===== config.mk =====
export PLATFORM = sky130hd
export DESIGN_NAME = iomem_dma
export DESIGN_NICKNAME = d
export VERILOG_FILES = /design/src/rtl/iomem_dma_pkg.sv /design/src/rtl/iomem_dma_regs.sv /design/src/rtl/iomem_dma.sv
export SDC_FILE = /design/constraint.sdc
export NUM_CORES = 1
export LEC_CHECK = 0
export CAP_MARGIN = 40
export CORE_ASPECT_RATIO = 0.8
export CORE_UTILIZATION = 54
export DETAILED_ROUTE_END_ITERATION = 8
export GPL_ROUTABILITY_DRIVEN = 0
export PLACE_DENSITY_LB_ADDON = 0.15
export RECOVER_POWER = 25
export SLEW_MARGIN = 20
export SYNTH_ARGS = -nofsm -noshare
export SYNTH_HDL_FRONTEND = slang
export SYNTH_SLANG_ARGS = --single-unit

===== constraint.sdc =====
create_clock -name clk -period 2.9 [get_ports clk]
set_clock_uncertainty 0.2 [all_clocks]
set_input_delay 0.29 -clock clk [delete_from_list [all_inputs] [get_ports clk]]
set_output_delay 0.29 -clock clk [all_outputs]
set_load 0.1 [all_outputs]

===== src/rtl/iomem_dma_pkg.sv =====
// iomem_dma_pkg: register map, CTRL/STATUS bit positions and FSM encoding
// shared by the iomem DMA engine and its register file.
`default_nettype none

package iomem_dma_pkg;

  localparam logic [1:0] REG_SRC  = 2'd0;
  localparam logic [1:0] REG_DST  = 2'd1;
  localparam logic [1:0] REG_LEN  = 2'd2;
  localparam logic [1:0] REG_CTRL = 2'd3;

  localparam int CTRL_START    = 0;
  localparam int CTRL_IRQ_EN   = 1;
  localparam int CTRL_CLR_DONE = 2;
  localparam int CTRL_ABORT    = 3;

  localparam int STAT_BUSY   = 0;
  localparam int STAT_DONE   = 1;
  localparam int STAT_IRQ_EN = 2;

  typedef enum logic [2:0] {
    ST_IDLE   = 3'd0,
    ST_RD_REQ = 3'd1,
    ST_GAP_W  = 3'd2,
    ST_WR_REQ = 3'd3,
    ST_GAP_R  = 3'd4
  } state_t;

endpackage

`default_nettype wire


===== src/rtl/iomem_dma_regs.sv =====
// iomem_dma_regs: responder-side register file with one-cycle ready pulse,
// readback mux and the start/abort/clear strobes consumed by the DMA FSM.
`default_nettype none

module iomem_dma_regs
  import iomem_dma_pkg::*;
#(
  parameter int LEN_W = 16
) (
  input  logic             clk,
  input  logic             resetn,
  input  logic             iomem_valid,
  output logic             iomem_ready,
  input  logic [3:0]       iomem_wstrb,
  input  logic [31:0]      iomem_addr,
  input  logic [31:0]      iomem_wdata,
  output logic [31:0]      iomem_rdata,
  input  logic             busy,
  input  logic             done,
  output logic [31:0]      src,
  output logic [31:0]      dst,
  output logic [LEN_W-1:0] len,
  output logic             irq_en,
  output logic             start,
  output logic             abort,
  output logic             clear
);

  logic [1:0]  sel;
  logic        wr_en;
  logic        ctrl_wr;
  logic        irq_en_q;
  logic [31:0] rd_mux;
  logic        unused_addr;

  assign sel         = iomem_addr[3:2];
  assign unused_addr = ^{iomem_addr[31:4], iomem_addr[1:0]};

  // Writes take effect on the edge that ends the ready cycle.
  assign wr_en   = iomem_valid & iomem_ready & (|iomem_wstrb);
  assign ctrl_wr = wr_en & (sel == REG_CTRL);
  assign start   = ctrl_wr & iomem_wdata[CTRL_START] & ~busy;
  assign abort   = ctrl_wr & iomem_wdata[CTRL_ABORT] & busy;
  assign clear   = ctrl_wr & iomem_wdata[CTRL_CLR_DONE];
  assign irq_en  = ctrl_wr ? iomem_wdata[CTRL_IRQ_EN] : irq_en_q;

  always_comb begin
    rd_mux = '0;
    case (sel)
      REG_SRC:  rd_mux = src;
      REG_DST:  rd_mux = dst;
      REG_LEN:  rd_mux[LEN_W-1:0] = len;
      REG_CTRL: begin
        rd_mux[STAT_BUSY]   = busy;
        rd_mux[STAT_DONE]   = done;
        rd_mux[STAT_IRQ_EN] = irq_en_q;
      end
      default:  rd_mux = '0;
    endcase
  end

  always_ff @(posedge clk or negedge resetn) begin
    if (!resetn) begin
      iomem_ready <= 1'b0;
      iomem_rdata <= '0;
      src         <= '0;
      dst         <= '0;
      len         <= '0;
      irq_en_q    <= 1'b0;
    end else begin
      iomem_ready <= iomem_valid & ~iomem_ready;
      iomem_rdata <= (iomem_valid & ~iomem_ready) ? rd_mux : '0;
      if (wr_en && !busy) begin
        case (sel)
          REG_SRC: src <= {iomem_wdata[31:2], 2'b00};
          REG_DST: dst <= {iomem_wdata[31:2], 2'b00};
          REG_LEN: len <= iomem_wdata[LEN_W-1:0];
          default: ;
        endcase
      end
      if (ctrl_wr) irq_en_q <= iomem_wdata[CTRL_IRQ_EN];
    end
  end

endmodule

`default_nettype wire


===== src/rtl/iomem_dma.sv =====
// iomem_dma: word-copy DMA engine; programmed through an iomem responder port,
// moves data with alternating read/write transactions on an iomem master port.
`default_nettype none

module iomem_dma
  import iomem_dma_pkg::*;
#(
  parameter int LEN_W = 16
) (
  input  logic        clk,
  input  logic        resetn,
  input  logic        iomem_valid,
  output logic        iomem_ready,
  input  logic [3:0]  iomem_wstrb,
  input  logic [31:0] iomem_addr,
  input  logic [31:0] iomem_wdata,
  output logic [31:0] iomem_rdata,
  output logic        m_valid,
  input  logic        m_ready,
  output logic [3:0]  m_wstrb,
  output logic [31:0] m_addr,
  output logic [31:0] m_wdata,
  input  logic [31:0] m_rdata,
  output logic        irq_done
);

  state_t           state;
  logic [31:0]      src;
  logic [31:0]      dst;
  logic [LEN_W-1:0] len;
  logic             irq_en;
  logic             start;
  logic             abort;
  logic             clear;
  logic             busy;
  logic             done;
  logic             abort_pending;
  logic             abort_now;
  logic [31:0]      src_ptr;
  logic [31:0]      dst_ptr;
  logic [LEN_W-1:0] count;
  logic [31:0]      buffer;

  assign busy      = (state != ST_IDLE);
  assign abort_now = abort | abort_pending;

  iomem_dma_regs #(.LEN_W(LEN_W)) u_regs (
    .clk         (clk),
    .resetn      (resetn),
    .iomem_valid (iomem_valid),
    .iomem_ready (iomem_ready),
    .iomem_wstrb (iomem_wstrb),
    .iomem_addr  (iomem_addr),
    .iomem_wdata (iomem_wdata),
    .iomem_rdata (iomem_rdata),
    .busy        (busy),
    .done        (done),
    .src         (src),
    .dst         (dst),
    .len         (len),
    .irq_en      (irq_en),
    .start       (start),
    .abort       (abort),
    .clear       (clear)
  );

  always_ff @(posedge clk or negedge resetn) begin
    if (!resetn) begin
      state         <= ST_IDLE;
      m_valid       <= 1'b0;
      m_wstrb       <= 4'h0;
      m_addr        <= '0;
      m_wdata       <= '0;
      irq_done      <= 1'b0;
      done          <= 1'b0;
      abort_pending <= 1'b0;
      src_ptr       <= '0;
      dst_ptr       <= '0;
      count         <= '0;
      buffer        <= '0;
    end else begin
      irq_done <= 1'b0;
      // Later assignments (start, completion) override clear-done.
      if (clear) done <= 1'b0;
      case (state)
        ST_IDLE: begin
          abort_pending <= 1'b0;
          if (start) begin
            if (len == '0) begin
              done     <= 1'b1;
              irq_done <= irq_en;
            end else begin
              src_ptr <= src;
              dst_ptr <= dst;
              count   <= len;
              done    <= 1'b0;
              state   <= ST_GAP_R;
            end
          end
        end
        ST_GAP_R: begin
          if (abort_now) begin
            state <= ST_IDLE;
          end else begin
            m_valid <= 1'b1;
            m_wstrb <= 4'h0;
            m_addr  <= src_ptr;
            state   <= ST_RD_REQ;
          end
        end
        ST_RD_REQ: begin
          if (abort) abort_pending <= 1'b1;
          if (m_ready) begin
            m_valid <= 1'b0;
            buffer  <= m_rdata;
            src_ptr <= src_ptr + 32'd4;
            state   <= abort_now ? ST_IDLE : ST_GAP_W;
          end
        end
        ST_GAP_W: begin
          if (abort_now) begin
            state <= ST_IDLE;
          end else begin
            m_valid <= 1'b1;
            m_wstrb <= 4'hF;
            m_addr  <= dst_ptr;
            m_wdata <= buffer;
            state   <= ST_WR_REQ;
          end
        end
        ST_WR_REQ: begin
          if (abort) abort_pending <= 1'b1;
          if (m_ready) begin
            m_valid <= 1'b0;
            dst_ptr <= dst_ptr + 32'd4;
            count   <= count - LEN_W'(1);
            if (abort_now) begin
              state <= ST_IDLE;
            end else if (count == LEN_W'(1)) begin
              state    <= ST_IDLE;
              done     <= 1'b1;
              irq_done <= irq_en;
            end else begin
              state <= ST_GAP_R;
            end
          end
        end
        default: state <= ST_IDLE;
      endcase
    end
  end

endmodule

`default_nettype wire

==> flow_summary.toml <==
[die]
core_sq_um = 24300
std_cell_rows = 51
initial_core_util_pct = 54.9
fp.dieH_microns = 143
io_pins = 207
die_x_microns = 178
dieArea_sq_um = 25400

[status]
violations = "design-rule violations, max-capacitance violations, max-slew violations"
status = "finished with violations"

[yosys]
syn_inst = 1220
synth_area_per_cell_sq_um = 10.9
synthFlopType = "dfrtp_1"
synth_warnings = 0
ys_types = 59
synth.top_cells.by_count = "dfrtp_1 (288), mux2_2 (140), a21oi_1 (131)"
yosysMostFrequentCell = "dfrtp_1"
synth_edf_count = 0
yosysSeqAreaShare_pct = 54.0
yosys_register_bits = 288
netlist_area_sq_um = 13400
yosysTopAreaCell = "dfrtp_1"
synthDominantCellAreaShare_pct = 54.0
async_reset_ff_share_pct = 100
synth_area_leaders = "dfrtp_1 (54%), mux2_2 (12%), a21oi_1 (4.9%), mux2i_1 (4.6%), nor2_1 (3.5%)"

[placement]
placed_area_sq_um = 15400
dp_hpwl_mm = 24.2
port_buffers = 174

[global_route]
overflow = 0
grt_max_degree = 65
antenna_found_initial = 1
grt_use_total_pct = 28.0
grt_pass1_vias = 10000
grt_pass1_wl_mm = 55.4

[critical_path]
criticalPathCategory = "register to register"
worst-path-max-fanout = 48
crit_path_end_kind = "register"
worstPathRequired_ns = 3.15
cp.arrival_ns = 2.80
cp-start-kind = "register"

[clocking]
clk_latency_ns = 0.57
path_clk_slew_ns = 0.06
cts-resized-gates = 0
clockBufferDepth = 3
numCtsBuffers = 30
htreeDepth = 1
root_buffer = "clkbuf_16"
cts_tree = "yes"
numClockSinks = 288

[route]
drt-total-wl_mm = 34.8
drtAntennaViolNets = 0
firstDrtPassIters = 8
drcViolationCount = 2
vias = 10500
wl_per_cell_microns = 20.1
viasPerCell = 6.06
drt_iter0_drc = 1085

[sta]
rsz0062_at_grt = "false"
min_period_ns = 2.54
relSlewSlack_pct = -26.1
setup_viol = 0
clock.fmax_ghz = 0.393
slew_viol_final = 61
final.setup.tns_ns = 0
timing.hold.ws_ns = 0.142
worstMarginPinSlew_ns = 1.89
fin_crit_sh_pct = 87.7
hold_violations = 0

[cells_and_area]
fillers = 1866
insertedDiodeCount = 0
multi_input_area_sq_um = 5710
drive_gt1_share_pct = 25.5
area_growth_pct = 22.8
final_util_pct = 67.4
nets = 1499
final_area_sq_um = 16400
seq_area_sq_um = 7210

[power_and_ir_drop]
p_total_uw = 22000
power.switching_uw = 10500
switching_share_pct = 47.6
seqPwrFrac_pct = 35.1
power_density_nw_per_um2 = 1340
leakagePower_uw = 0.00713
p_comb_share_pct = 47.1
vdd_drop_max_mv = 1.02
clockPowerShare_pct = 17.8
internal_power_uw = 11500

[worst_hold_path]
hp-class = "input port to register"

[job]
cap_violations = 1
## kinds of logic after synthesis
logic type	Yosys count	share of synthesized area, %
xor gates and xnor gates	1	0.0656
and+or+nand+nor	323	11.9
adders and majority gates	4	0.375
DFF	288	54.0
muxes	203	16.6
AOI/OAI and AO/OA	300	13.6
other	1	0.0281
buffers and inverters	100	3.46
## placed cells by master, fill, tap and decap left out, types with 9 or more instances in the layout
cell type,synthesis,layout
nor3_1,12,11
nand3_1,38,38
a22oi_1,9,9
inv_1,12,12
clkdlybuf4s50_1,0,71
buf_4,7,139
nand2_1,61,61
nor4_1,15,15
a21oi_1,131,131
o22a_1,9,9
o22ai_1,23,23
dfrtp_1,288,288
clkbuf_16,0,30
mux2_2,140,140
o21ai_0,61,61
nor2_1,125,124
nand4_1,25,25
buf_12,0,12
a2bb2oi_1,17,17
mux2i_1,61,61
a31oi_1,10,10
## sequential cells by signal, indices dropped and copies added, names as in the netlist
register and count:
count 16, u_regs.len 16, u_regs.dst 30, m_valid 1, u_regs.iomem_rdata 32, u_regs.irq_en_q 1, src_ptr 30, abort_pending 1
m_wdata 32, done 1, dst_ptr 30, irq_done 1, m_addr 30, m_wstrb 1, u_regs.iomem_ready 1, u_regs.src 30
buffer 32, state 3
## critical path, stage by stage (launching register included)
cell,delay [ns]
dfrtp_1,0.41
nor4_1,0.58
nand4_1,0.20
buf_4,0.21
a41oi_2,0.25
buf_12,0.26
a21oi_1,0.07
o22a_1,0.22
## power by group through the flow
stage	Sequential [uW]	Clock [uW]	Combinational, uW
2_1_floorplan	10600	0	4580
3_3_place_gp	7630	0	10100
4_1_cts	7660	3980	10400
3_5_place_dp	7690	0	10300
6_report	7730	3910	10400
5_1_grt	7960	4150	11000
## area by class of cell
class,count,share of cell area [%]
sequential,288,44.0
clock inverter,13,0.969
tap,318,2.43
multi-input combinational,833,34.8
clock buffer,42,5.22
timing repair buffer,226,12.3
inverter,12,0.275
## worst paths after layout
| check | startpoint | end | slack, ns | cells after the start |
|---|---|---|---|---|
| setup / recovery | u_regs.len[12]$_DFFE_PN0P_ | dst_ptr[22]$_DFFE_PN0P_ | 0.36 | 7 |
| hold / removal | m_rdata[12] | buffer[12]$_DFFE_PN0P_ | 0.14 | 2 |
| setup reg to reg | u_regs.len[12]$_DFFE_PN0P_ | dst_ptr[22]$_DFFE_PN0P_ | 0.36 | 7 |
| hold reg to reg | m_valid$_DFFE_PN0P_ | m_valid$_DFFE_PN0P_ | 0.29 | 1 |
| max in group asynchronous | resetn | buffer[14]$_DFFE_PN0P_ | 0.73 | 3 |
| min in group asynchronous | resetn | u_regs.iomem_rdata[10]$_DFF_PN0_ | 0.58 | 2 |
## through the flow
stage,cells,setup WS (ns)
4_1_cts,1732,0.415
5_1_grt,1732,0.240
2_1_floorplan,1221,0.336
6_report,1732,0.356
3_5_place_dp,1676,0.221
3_3_place_gp,1676,0.274
## repair_timing
action,CTS,global route
setup buffers,0,0
hold buffers,1,0
hold endpoints to repair,248,0
## routing by layer
| metal | up-vias | share of wire, % | track usage [%] |
|---|---|---|---|
| met3 | 48 | 11 | 9.35 |
| met2 | 436 | 42 | 39.1 |
| met5 | - | 0 | 0 |
| met4 | 0 | 1.7 | 6.12 |
| met1 | 5203 | 45 | 41.9 |
| li1 | 4809 | - | - |
(Power assumes the default switching activity.)
